`config.mk`:
```
export PLATFORM = sky130hd
export DESIGN_NAME = bernoulli_sampler_flat
export DESIGN_NICKNAME = d
export VERILOG_FILES = /design/src/rtl/bernoulli_sampler_if.sv /design/src/rtl/bernoulli_sampler.sv /design/src/flat_wrapper.sv
export SDC_FILE = /design/constraint.sdc
export NUM_CORES = 1
export LEC_CHECK = 0
export BUFFER_PORTS_ARGS = -buffer_cell sky130_fd_sc_hd__buf_2
export CAP_MARGIN = 15
export CORE_MARGIN = 2
export CORE_UTILIZATION = 56
export CTS_CLUSTER_SIZE = 40
export DETAILED_ROUTE_END_ITERATION = 10
export GPL_TIMING_DRIVEN = 0
export PLACE_DENSITY = 0.75
export SYNTH_ARGS = -nofsm -noshare
export SYNTH_HDL_FRONTEND = slang
export SYNTH_SLANG_ARGS = --single-unit
export TNS_END_PERCENT = 10
```
`constraint.sdc`:
```
create_clock -name clk -period 2.7 [get_ports clk]
set_input_delay 0.54 -clock clk [delete_from_list [all_inputs] [get_ports clk]]
set_output_delay 0.54 -clock clk [all_outputs]
set_load 0.02 [all_outputs]
```
`src/rtl/bernoulli_sampler_if.sv`:
```
// Request/response bundle between the sigmoid stage and the Bernoulli sampler.
// The master drives probabilities and accepts results; the slave is the sampler.
interface bernoulli_sampler_if #(
  parameter int bitlength = 8,
  parameter int SAMPLES   = 4
) ();
  localparam int CNT_W = $clog2(SAMPLES + 1);

  logic                 in_valid;
  logic                 in_ready;
  logic [bitlength-1:0] prob;
  logic                 out_valid;
  logic                 out_ready;
  logic                 out_bit;
  logic [CNT_W-1:0]     out_count;

  modport master (
    output in_valid, prob, out_ready,
    input  in_ready, out_valid, out_bit, out_count
  );

  modport slave (
    input  in_valid, prob, out_ready,
    output in_ready, out_valid, out_bit, out_count
  );
endinterface

```
`src/rtl/bernoulli_sampler.sv`:
```
// Bernoulli sampler: turns an 8-bit probability (0x80 = 1.0) into SAMPLES
// binary draws against a 16-bit Galois LFSR. The first draw is the unit
// state; the count of ones supports mean-field estimates.
// Optional feature macro: SAMPLER_SEED_LOAD_EN (adds seed_load/seed ports
// for reseeding the LFSR at run time).
// bitlength must be at least 8; only prob[7:0] is compared, higher bits
// saturate the probability to 1.0.
module bernoulli_sampler #(
  parameter int          bitlength = 8,
  parameter int          SAMPLES   = 4,
  parameter logic [15:0] LFSR_SEED = 16'hACE1
) (
  input  logic              clk,
  input  logic              rst_n,
`ifdef SAMPLER_SEED_LOAD_EN
  input  logic              seed_load,
  input  logic [15:0]       seed,
`endif
  bernoulli_sampler_if.slave bus
);

  localparam int CNT_W = $clog2(SAMPLES + 1);
  localparam int IDX_W = (SAMPLES > 1) ? $clog2(SAMPLES) : 1;
  localparam logic [IDX_W-1:0] LAST_IDX = IDX_W'(SAMPLES - 1);

  typedef enum logic [1:0] {IDLE, DRAW, DONE} state_t;

  state_t           state_reg;
  logic [15:0]      lfsr_reg;
  logic [7:0]       p_reg;
  logic [IDX_W-1:0] idx_reg;
  logic             bit_reg;
  logic [CNT_W-1:0] count_reg;

  logic             prob_hi;
  logic [7:0]       p_capture;
  logic             draw_bit;
  logic [15:0]      lfsr_next;

  // Saturate the incoming probability to 0x80 so the 7-bit random value
  // always wins at 1.0; any bit above bit 7 also means "certain".
  assign prob_hi   = |(bus.prob >> 8);
  assign p_capture = (prob_hi || (bus.prob[7:0] >= 8'h80)) ? 8'h80 : bus.prob[7:0];

  // One draw: 7-bit random value against the captured threshold.
  assign draw_bit  = ({1'b0, lfsr_reg[6:0]} < p_reg);

  // Right-shifting Galois step, taps 0xB400.
  assign lfsr_next = {1'b0, lfsr_reg[15:1]} ^ (lfsr_reg[0] ? 16'hB400 : 16'h0000);

  // Handshake flags come straight from the state register.
  assign bus.in_ready  = (state_reg == IDLE);
  assign bus.out_valid = (state_reg == DONE);
  assign bus.out_bit   = bit_reg;
  assign bus.out_count = count_reg;

  // Control FSM, LFSR and result registers.
  always_ff @(posedge clk or negedge rst_n) begin
    if (!rst_n) begin
      state_reg <= IDLE;
      lfsr_reg  <= LFSR_SEED;
      p_reg     <= 8'h00;
      idx_reg   <= '0;
      bit_reg   <= 1'b0;
      count_reg <= '0;
    end else begin
      // The LFSR only moves while drawing, so a stalled result keeps the
      // random stream where it was. A seed load overrides that advance,
      // but the draw in the same cycle still used the old low bits.
`ifdef SAMPLER_SEED_LOAD_EN
      if (seed_load) begin
        lfsr_reg <= (seed == 16'h0000) ? LFSR_SEED : seed;
      end else if (state_reg == DRAW) begin
        lfsr_reg <= lfsr_next;
      end
`else
      if (state_reg == DRAW) begin
        lfsr_reg <= lfsr_next;
      end
`endif

      case (state_reg)
        IDLE: begin
          if (bus.in_valid) begin
            p_reg     <= p_capture;
            count_reg <= '0;
            idx_reg   <= '0;
            state_reg <= DRAW;
          end
        end
        DRAW: begin
          if (idx_reg == '0) begin
            bit_reg <= draw_bit;
          end
          count_reg <= count_reg + CNT_W'(draw_bit);
          if (idx_reg == LAST_IDX) begin
            state_reg <= DONE;
          end else begin
            idx_reg <= idx_reg + IDX_W'(1);
          end
        end
        DONE: begin
          // Consuming the result never overlaps with accepting a new one:
          // IDLE must be visited for at least one cycle.
          if (bus.out_ready) begin
            state_reg <= IDLE;
          end
        end
        default: state_reg <= IDLE;
      endcase
    end
  end

endmodule

```
`src/flat_wrapper.sv`:
```
// flat-port wrapper written by rule: the top's interface ports become plain ports
module bernoulli_sampler_flat 
#(
  parameter int          bitlength = 8,
  parameter int          SAMPLES   = 4,
  parameter logic [15:0] LFSR_SEED = 16'hACE1
)
  (clk, rst_n, bus_in_valid, bus_prob, bus_out_ready, bus_in_ready, bus_out_valid, bus_out_bit, bus_out_count);
  bernoulli_sampler_if #(.bitlength(bitlength), .SAMPLES(SAMPLES)) bus_i ();
  input  logic clk;
  input  logic rst_n;
  input wire logic [$bits(bus_i.in_valid)-1:0] bus_in_valid;
  input wire logic [$bits(bus_i.prob)-1:0] bus_prob;
  input wire logic [$bits(bus_i.out_ready)-1:0] bus_out_ready;
  output wire logic [$bits(bus_i.in_ready)-1:0] bus_in_ready;
  output wire logic [$bits(bus_i.out_valid)-1:0] bus_out_valid;
  output wire logic [$bits(bus_i.out_bit)-1:0] bus_out_bit;
  output wire logic [$bits(bus_i.out_count)-1:0] bus_out_count;
  assign bus_i.in_valid = bus_in_valid;
  assign bus_i.prob = bus_prob;
  assign bus_i.out_ready = bus_out_ready;
  assign bus_in_ready = bus_i.in_ready;
  assign bus_out_valid = bus_i.out_valid;
  assign bus_out_bit = bus_i.out_bit;
  assign bus_out_count = bus_i.out_count;
  bernoulli_sampler #(.bitlength(bitlength), .SAMPLES(SAMPLES), .LFSR_SEED(LFSR_SEED)) u_core (.clk(clk), .rst_n(rst_n), .bus(bus_i));
endmodule
```
; ---- After elaboration in Yosys (flattened, before gate mapping)
; Index checks and enable logic that the tools add are counted.
[word_totals]
ram_bits = 0
ff_bits = 32
mem_bits_ro = 0
memories = 0
output_inout_bits = 6
wordCells = 37
latch_bits = 0
input_bits = 12
[classes]
order_cmp = 2
eq_ne = 7
div_mod_pow = 0
mux = 11
n_mul = 0
reduce_logical = 8
add_sub_neg = 2
shifts = 0
n_bitwise = 1
[ops]
columns = cell, n
row1 = 16-bit 2-to-1 mux, 1
row2 = 15-bit by 16-bit XOR with 16-bit output, 1
row3 = 2-bit 2-to-1 mux, 5
row4 = 8-bit greater-or-equal comparator (second input constant), 1
row5 = 7-bit by 8-bit less-than comparator with 1-bit output, 1
row6 = 8-bit 2-to-1 mux, 1
row7 = 2-bit != test (second input constant), 4
row8 = 2-bit one-hot mux with 3 select lines, 1
row9 = 3-bit one-hot mux with 2 select lines, 1
row10 = 2-bit AND reduction, 3
row11 = 3-bit AND reduction, 2
row12 = 2-bit == test (second input constant), 2
row13 = 2-bit zero test, 2
row14 = 2-bit one-hot mux with 2 select lines, 1
row15 = 3-bit by 1-bit adder with 3-bit output, 1
row16 = 3-bit 2-to-1 mux, 1
row17 = 2-bit by 1-bit adder with 2-bit output (second input constant), 1
row18 = 2-bit by 1-bit == test with 1-bit output (second input constant), 1
row19 = 2-bit nonzero test, 1

; ---- Depth between registers and ports, before layout
; Gate-level depths: netlist (run 1).
[logic_depth]
ltp_word = 3
depth_mapped = 10
mapped_depth_nobuf = 10

; ---- Worst setup path after synthesis (run 1)
; Ideal clock, no wire load.
[synth_path]
path_type = register to register
from = reg u_core.lfsr_reg[0]
to = reg u_core.count_reg[2] (netlist: u_core.bus.out_count[2])
setup_time_ns = 0.121
setup_slack_ns = 0.738
t_required_ns = 2.579
arrival_ns = 1.841
stages_incl_launch_ff = 10
path_buffers = 1
period_less_slack_ns = 1.962
cell_sequence = dfstp_2 buf_6 nand2b_4 a2111oi_2 o32a_2 ha_1 ha_1 nand2b_1 mux2i_1 a22o_1
[synth_via]
elab_chain_cells = 3
[synth_rtl]
columns = item, line_no
row1 = "start, declared", bernoulli_sampler.sv:29  ; logic [15:0] lfsr_reg;
row2 = "start signal, assigned", bernoulli_sampler.sv:78  ; lfsr_reg <= lfsr_next;
row3 = 7-bit by 8-bit less-than comparator with 1-bit output, bernoulli_sampler.sv:46  ; assign draw_bit = ({1'b0, lfsr_reg[6:0]} < p_reg);
row4 = via u_core.draw_bit, bernoulli_sampler.sv:37  ; logic draw_bit;
row5 = 3-bit by 1-bit adder with 3-bit output, bernoulli_sampler.sv:95  ; count_reg <= count_reg + CNT_W'(draw_bit);
row6 = 3-bit one-hot mux with 2 select lines, bernoulli_sampler.sv:82  ; case (state_reg)
row7 = "end signal, assigned", bernoulli_sampler.sv:95
row8 = "end, declared", bernoulli_sampler.sv:33  ; logic [CNT_W-1:0] count_reg;
; The timed path passes the listed nets, and every way through them passes these cells.
; A chain may end at the register's enable or synchronous reset.

; ---- Final worst setup path (run 1)
; Ends and elaborated chain as after synthesis.

==> results of run 1 <==
metrics by stage:
| step | cell area (µm²) | power, mW | setup slack, ps | hold slack (ps) |
|---|---|---|---|---|
| floorplan | 1515 | 1.140 | 738.0 | 244.4 |
| global placement | 1638 | 1.281 | 660.8 | 447.3 |
| detailed placement | 1638 | 1.324 | 621.6 | 459.2 |
| CTS | 1697 | 1.615 | 610.8 | 260.1 |
| global route | 1697 | 1.729 | 535.9 | 289.3 |
| finish | 1697 | 1.598 | 626.1 | 246.4 |
cells by family (layout without fill, tap and decap cells):
| kind of cell | Yosys count | after routing | share of synthesized area |
|---|---|---|---|
| flops | 32 | 32 | 0.5351 |
| simple gates | 69 | 69 | 0.1990 |
| fa+ha+maj | 10 | 10 | 0.08258 |
| xor+xnor | 3 | 3 | 0.01734 |
| buf+inv | 15 | 40 | 0.04293 |
| mux | 3 | 3 | 0.02147 |
| compound gates | 23 | 23 | 0.1016 |
synth_stat cells (all sizes together):
cell type / count / area [µm²]
clkbuf: 4 / 15.01
o21bai: 1 / 7.510
a22o: 4 / 35.03
buf: 2 / 16.26
a21o: 1 / 7.510
a21oi: 1 / 5.000
nand4b: 1 / 8.760
nor2: 3 / 11.26
nor2b: 2 / 12.51
nand2: 53 / 198.9
dfstp: 8 / 210.2
ha: 10 / 125.1
xnor2: 3 / 26.28
mux2i: 1 / 10.01
mux2: 2 / 22.52
a2111oi: 1 / 15.01
nand2b: 10 / 70.06
o21ai: 13 / 65.06
dfrtp: 24 / 600.6
inv: 9 / 33.78
o21a: 1 / 7.510
o32a: 1 / 11.26
layout make-up:
type / instances / area [µm²] / area share
sequential: 32 / 810.8 / 0.4779
timing repair buffer: 17 / 85.08 / 0.05015
tap: 30 / 37.54 / 0.02212
buffer: 6 / 31.28 / 0.01844
clock buffer: 8 / 58.81 / 0.03466
inverter: 9 / 33.78 / 0.01991
multi-input combinational: 108 / 639.4 / 0.3768
worst register-to-register path, cell delays in order, from the launching register on:
cell       delay (ps)
dfstp_2           540
buf_6             120
nand2b_4          120
a2111oi_2          60
o32a_2            390
ha_1              190
ha_1              190
nand2b_1           70
mux2i_1            60
a22o_1            230
report_power, final:
part           switching [mW]  internal (mW)
Combinational           0.381          0.251
Clock                   0.157          0.128
Sequential             0.0861          0.595
Total                   0.623          0.974
metal layers:
metal / GRT usage / routed length, µm
met4: 0.1122 / 53
met3: 0.04884 / 76
met5: 0 / 0
met2: 0.2992 / 1332
met1: 0.2686 / 1299
worst max path at each step:
stage / from / endpoint / slack (ps) / depth (start not counted)
after global placement: u_core.lfsr_reg[0]$_DFFE_PN1P_ / u_core.bus.out_count[2]$_DFFE_PN0P_ / 660 / 9
after detailed placement: u_core.lfsr_reg[0]$_DFFE_PN1P_ / u_core.bus.out_count[2]$_DFFE_PN0P_ / 620 / 9
after global routing: u_core.lfsr_reg[1]$_DFFE_PN0P_ / u_core.bus.out_count[2]$_DFFE_PN0P_ / 540 / 8
after floorplan: u_core.lfsr_reg[0]$_DFFE_PN1P_ / u_core.bus.out_count[2]$_DFFE_PN0P_ / 740 / 9
final: u_core.lfsr_reg[0]$_DFFE_PN1P_ / u_core.bus.out_count[2]$_DFFE_PN0P_ / 630 / 9
after CTS: u_core.lfsr_reg[0]$_DFFE_PN1P_ / u_core.bus.out_count[2]$_DFFE_PN0P_ / 610 / 9
==> results_dict.tcl, run 1 <==
set metrics [dict create \
    r2r-start "u_core.lfsr_reg[0]$_DFFE_PN1P_" \
    fin_util 0.6726 \
    ys_types 26 \
    ir_drop_mv 0.7240 \
    ys_warn_count 0 \
    grt_pass1_vias 1027 \
    antennaDiodeCount 0 \
    syn_avg_cell_area_um2 9.776 \
    first_pass_iters 4 \
    grt_pass1_wl_um 4754 \
    worstSetupPathType "reg -> reg" \
    layout_commonest_cell "nand2_1" \
    htree_num_levels 2 \
    nFillCells 218 \
    tns_ps 0 \
    worstReg2RegEnd "u_core.bus.out_count[2]$_DFFE_PN0P_" \
    grt_setup_unrepaired "false" \
    core-area_um2 2522 \
    period_needed_ps 2074 \
    cts_hold_buf 0 \
    setup_violations 0 \
    yosysSeqAreaShare 0.5351 \
    status "finished, final reports clean" \
    antenna_left 0 \
    grtUsageTotal 0.2011 \
    globalplace.congestion 0.7420 \
    grt_max_degree 33 \
    drcViolationCount 0 \
    worstPathCellList "buf_6, nand2b_4, a2111oi_2, o32a_2, ha_1, ha_1, nand2b_1, mux2i_1, a22o_1" \
    mostFrequentLayoutCells "nand2_1, dfrtp_1, buf_2" \
    die_area_um2 3138 \
    syn_to_final_growth_pct 11.97 \
    powerDensity_nw_per_um2 941.7 \
    syn-num-nets 177 \
    clock_sinks 32 \
    num_vias 1083 \
    cts.path.max_buffers 2 \
    cp.required_ps 2930 \
    die_w_um 56.02 \
    synth-seq-cells 32 \
    pin_count 18 \
    drt-total-wl_um 2762 \
    largest_reg_flops 16 \
    synthesis.instances 155 \
    avgRoutedWirePerCell_um 13.15 \
    cts_tree "built" \
    postCtsSetupBuffers 0 \
    cp_slowest_cell "dfstp_2" \
    post_cts_resized 0 \
    initial_core_util 0.6007 \
    path_delay_family "compound AO/OA/AOI/OAI gates" \
    hold_class "in -> async" \
    first_iter_violations 20 \
    rr_worst_depth 9 \
    end_kind "register" \
    dieHeight_um 56.02 \
    maxSlewViolCount 0 \
    port_buffers 17 \
    post-dp-hpwl_um 1957 \
    slew_headroom 0.5356 \
    cts_root_buf "clkbuf_4" \
    cts_made_buffers 5 \
    antenna_found_initial 0 \
    worst_path_most_repeated_cell "ha_1" \
    max_clock_freq_ghz 0.4822 \
    nets 201 \
    fin_skew_ps 2.020 \
    cp.arrival_ps 2300 \
    startpoint_type "register" \
    final_cells 210 \
    syn-cell-area_um2 1515 \
    tightestPinTransition_ps 696.6 \
    post-route-period-util 0.7681 \
    cp_num_buf_inv 1 \
    dp.cells 202 \
    clkTransAtPathRegs_ps 90 \
    rrSetupSlack_ps 630 \
    insertion_delay_ps 330 \
    slowest_delay_ps 540 \
    drive_above_1_share 0.2056 \
    maxCapViolCount 0 \
    viasPerCell 5.157 \
    placementRows 18 \
    path_max_fanout 6 \
    hold_violations 0 \
    grt.overflow.total 0 \
    p_leak_nw 0.8497 \
]
Note: power is estimated with default switching activity, not from simulation.
==> run 2, diff against run 1 <==
Clock period 2.7 ns to 1.97 ns, I/O delays scaled along.
==> run 2 against run 1 <==
Against the previous run:
- the flow now finishes with violations (negative setup slack)
- maximum frequency rose by 4.9%
- first-iteration DRC count fell by 30%
- combinational power rose by 47%
- global-route usage rose by 0.80 points
- register-to-register slack got worse by 630 ps
- critical endpoint unchanged
- largest power group unchanged
==> results_dict.tcl, run 2 (same netlist as run 1, synthesis figures left out) <==
set metrics [dict create \
    status "finished with violations" \
    violations "negative setup slack" \
    die_w_um 56.02 \
    crit_end "u_core.bus.out_count[2]$_DFFE_PN0P_" \
    startpoint_type "register" \
    hold_slack_ps 91.39 \
    dieHeight_um 56.02 \
    design_area_um2 1744 \
    cts_tree "built" \
    grt.overflow.total 0 \
    multi_input_area_um2 664.4 \
    cts.path.max_buffers 2 \
    hold_violations 0 \
    grt_pass1_wl_um 4933 \
    final_cells 213 \
    ff_latch_area_um2 810.8 \
    maxCapViolCount 0 \
    nets 204 \
    cp.required_ps 2200 \
    drive_above_1_share 0.2295 \
    setup_violations 1 \
    placementRows 18 \
    max_clock_freq_ghz 0.5057 \
    fin_skew_ps 6.086 \
    power_mw 2.269 \
    avgRoutedWirePerCell_um 13.18 \
    drcViolationCount 0 \
    viasPerCell 5.211 \
    critPathLaunch "u_core.p_reg[3]$_DFFE_PN0P_" \
    layout_commonest_cell "nand2_1" \
    syn_to_final_growth_pct 15.11 \
    pin_count 18 \
    first_iter_violations 14 \
    drt-total-wl_um 2808 \
    cts_made_buffers 5 \
    rr_worst_depth 10 \
    dpl_cell_area_um2 1638 \
    ir_drop_mv 1.121 \
    port_buffers 17 \
    rrSetupSlack_ps -7 \
    fin_ws_ps -7.345 \
    clkTransAtPathRegs_ps 100 \
    antennaDiodeCount 0 \
    core-area_um2 2522 \
    globalplace.congestion 0.7420 \
    maxSlewViolCount 0 \
    slew_headroom 0.5363 \
    post-dp-hpwl_um 1957 \
    path_max_fanout 2 \
    grt_max_degree 33 \
    post-route-period-util 1.004 \
    grt_setup_unrepaired "true" \
    worstReg2RegEnd "u_core.bus.out_count[2]$_DFFE_PN0P_" \
    pre_cts_slack_ps -108.4 \
    cts_root_buf "clkbuf_4" \
    grtUsageTotal 0.2091 \
    p_leak_nw 0.8647 \
    grt_pass1_vias 1071 \
    powerDensity_nw_per_um2 1301 \
    nFillCells 212 \
    largest_reg_flops 16 \
    hold_class "in -> async" \
    first_pass_iters 4 \
    worstSetupPathType "reg -> reg" \
    initial_core_util 0.6007 \
    htree_num_levels 2 \
    die_area_um2 3138 \
    tightestPinTransition_ps 695.6 \
    insertion_delay_ps 330 \
    mostFrequentLayoutCells "nand2_1, dfrtp_1, buf_2" \
    antenna_left 0 \
    dp.cells 202 \
    period_needed_ps 1977 \
    r2r-start "u_core.p_reg[3]$_DFFE_PN0P_" \
    num_vias 1110 \
    clock_sinks 32 \
    antenna_found_initial 0 \
    cts_hold_buf 0 \
    cp.arrival_ps 2210 \
    end_kind "register" \
]
[run 2: metal layers]
layer | vias up | track usage | wire length (µm)
li1 | 550 | - | -
met1 | 527 | 0.2675 | 1282
met2 | 21 | 0.3160 | 1322
met3 | 12 | 0.04884 | 94
met4 | 0 | 0.1361 | 109
met5 | - | 0 | 0
[run 2: power by group]
part | internal, mW | leakage [nW] | total, mW | switching [mW]
registers | 0.815 | 0.395 | 0.943 | 0.128
clock network | 0.176 | 0.0326 | 0.394 | 0.218
logic | 0.387 | 0.437 | 0.932 | 0.545
[run 2: cell type report]
cell class	count	area share
tap	30	0.02152
buffer	6	0.01793
timing repair buffer	20	0.06169
inverter	9	0.01937
clock buffer	8	0.03372
multi-input combinational	108	0.3809
sequential	32	0.4649
[run 2: how the worst min path moves through the flow]
stage,startpoint,end,slack [ps],cells after the start
finish,rst_n,u_core.lfsr_reg[9]$_DFFE_PN0P_,90,1
CTS,rst_n,u_core.lfsr_reg[9]$_DFFE_PN0P_,110,1
floorplan,rst_n,u_core.bus.out_bit$_DFFE_PN0P_,100,0
global placement,u_core.lfsr_reg[15]$_DFFE_PN1P_,u_core.lfsr_reg[15]$_DFFE_PN1P_,450,2
global route,rst_n,u_core.lfsr_reg[2]$_DFFE_PN0P_,150,1
detailed placement,u_core.lfsr_reg[8]$_DFFE_PN0P_,u_core.lfsr_reg[7]$_DFFE_PN1P_,460,2
[run 2: critical path, stage by stage (launching register included)]
cell and delay [ps]:
dfrtp_1 370, inv_1 50, ha_1 260, o21a_1 110, nor2_1 40, o32a_2 400
ha_4 170, ha_4 150, nand2b_1 60, mux2i_1 60, a22o_1 200
[run 2: timing repair]
action / CTS / global route
hold endpoints to repair: 0 / 0
setup buffers: 3 / 0
pin swaps: 4 / 0
endpoints found under the setup margin: 2 / 2
gates resized for setup: 4 / 0
[run 2: stage by stage]
step	setup TNS [ps]	util
2_1_floorplan	0	-
3_3_place_gp	-69.22	0.6493
3_5_place_dp	-139.3	0.6493
4_1_cts	-19.43	0.6915
5_1_grt	-152.2	0.6915
6_report	-7.345	0.6915
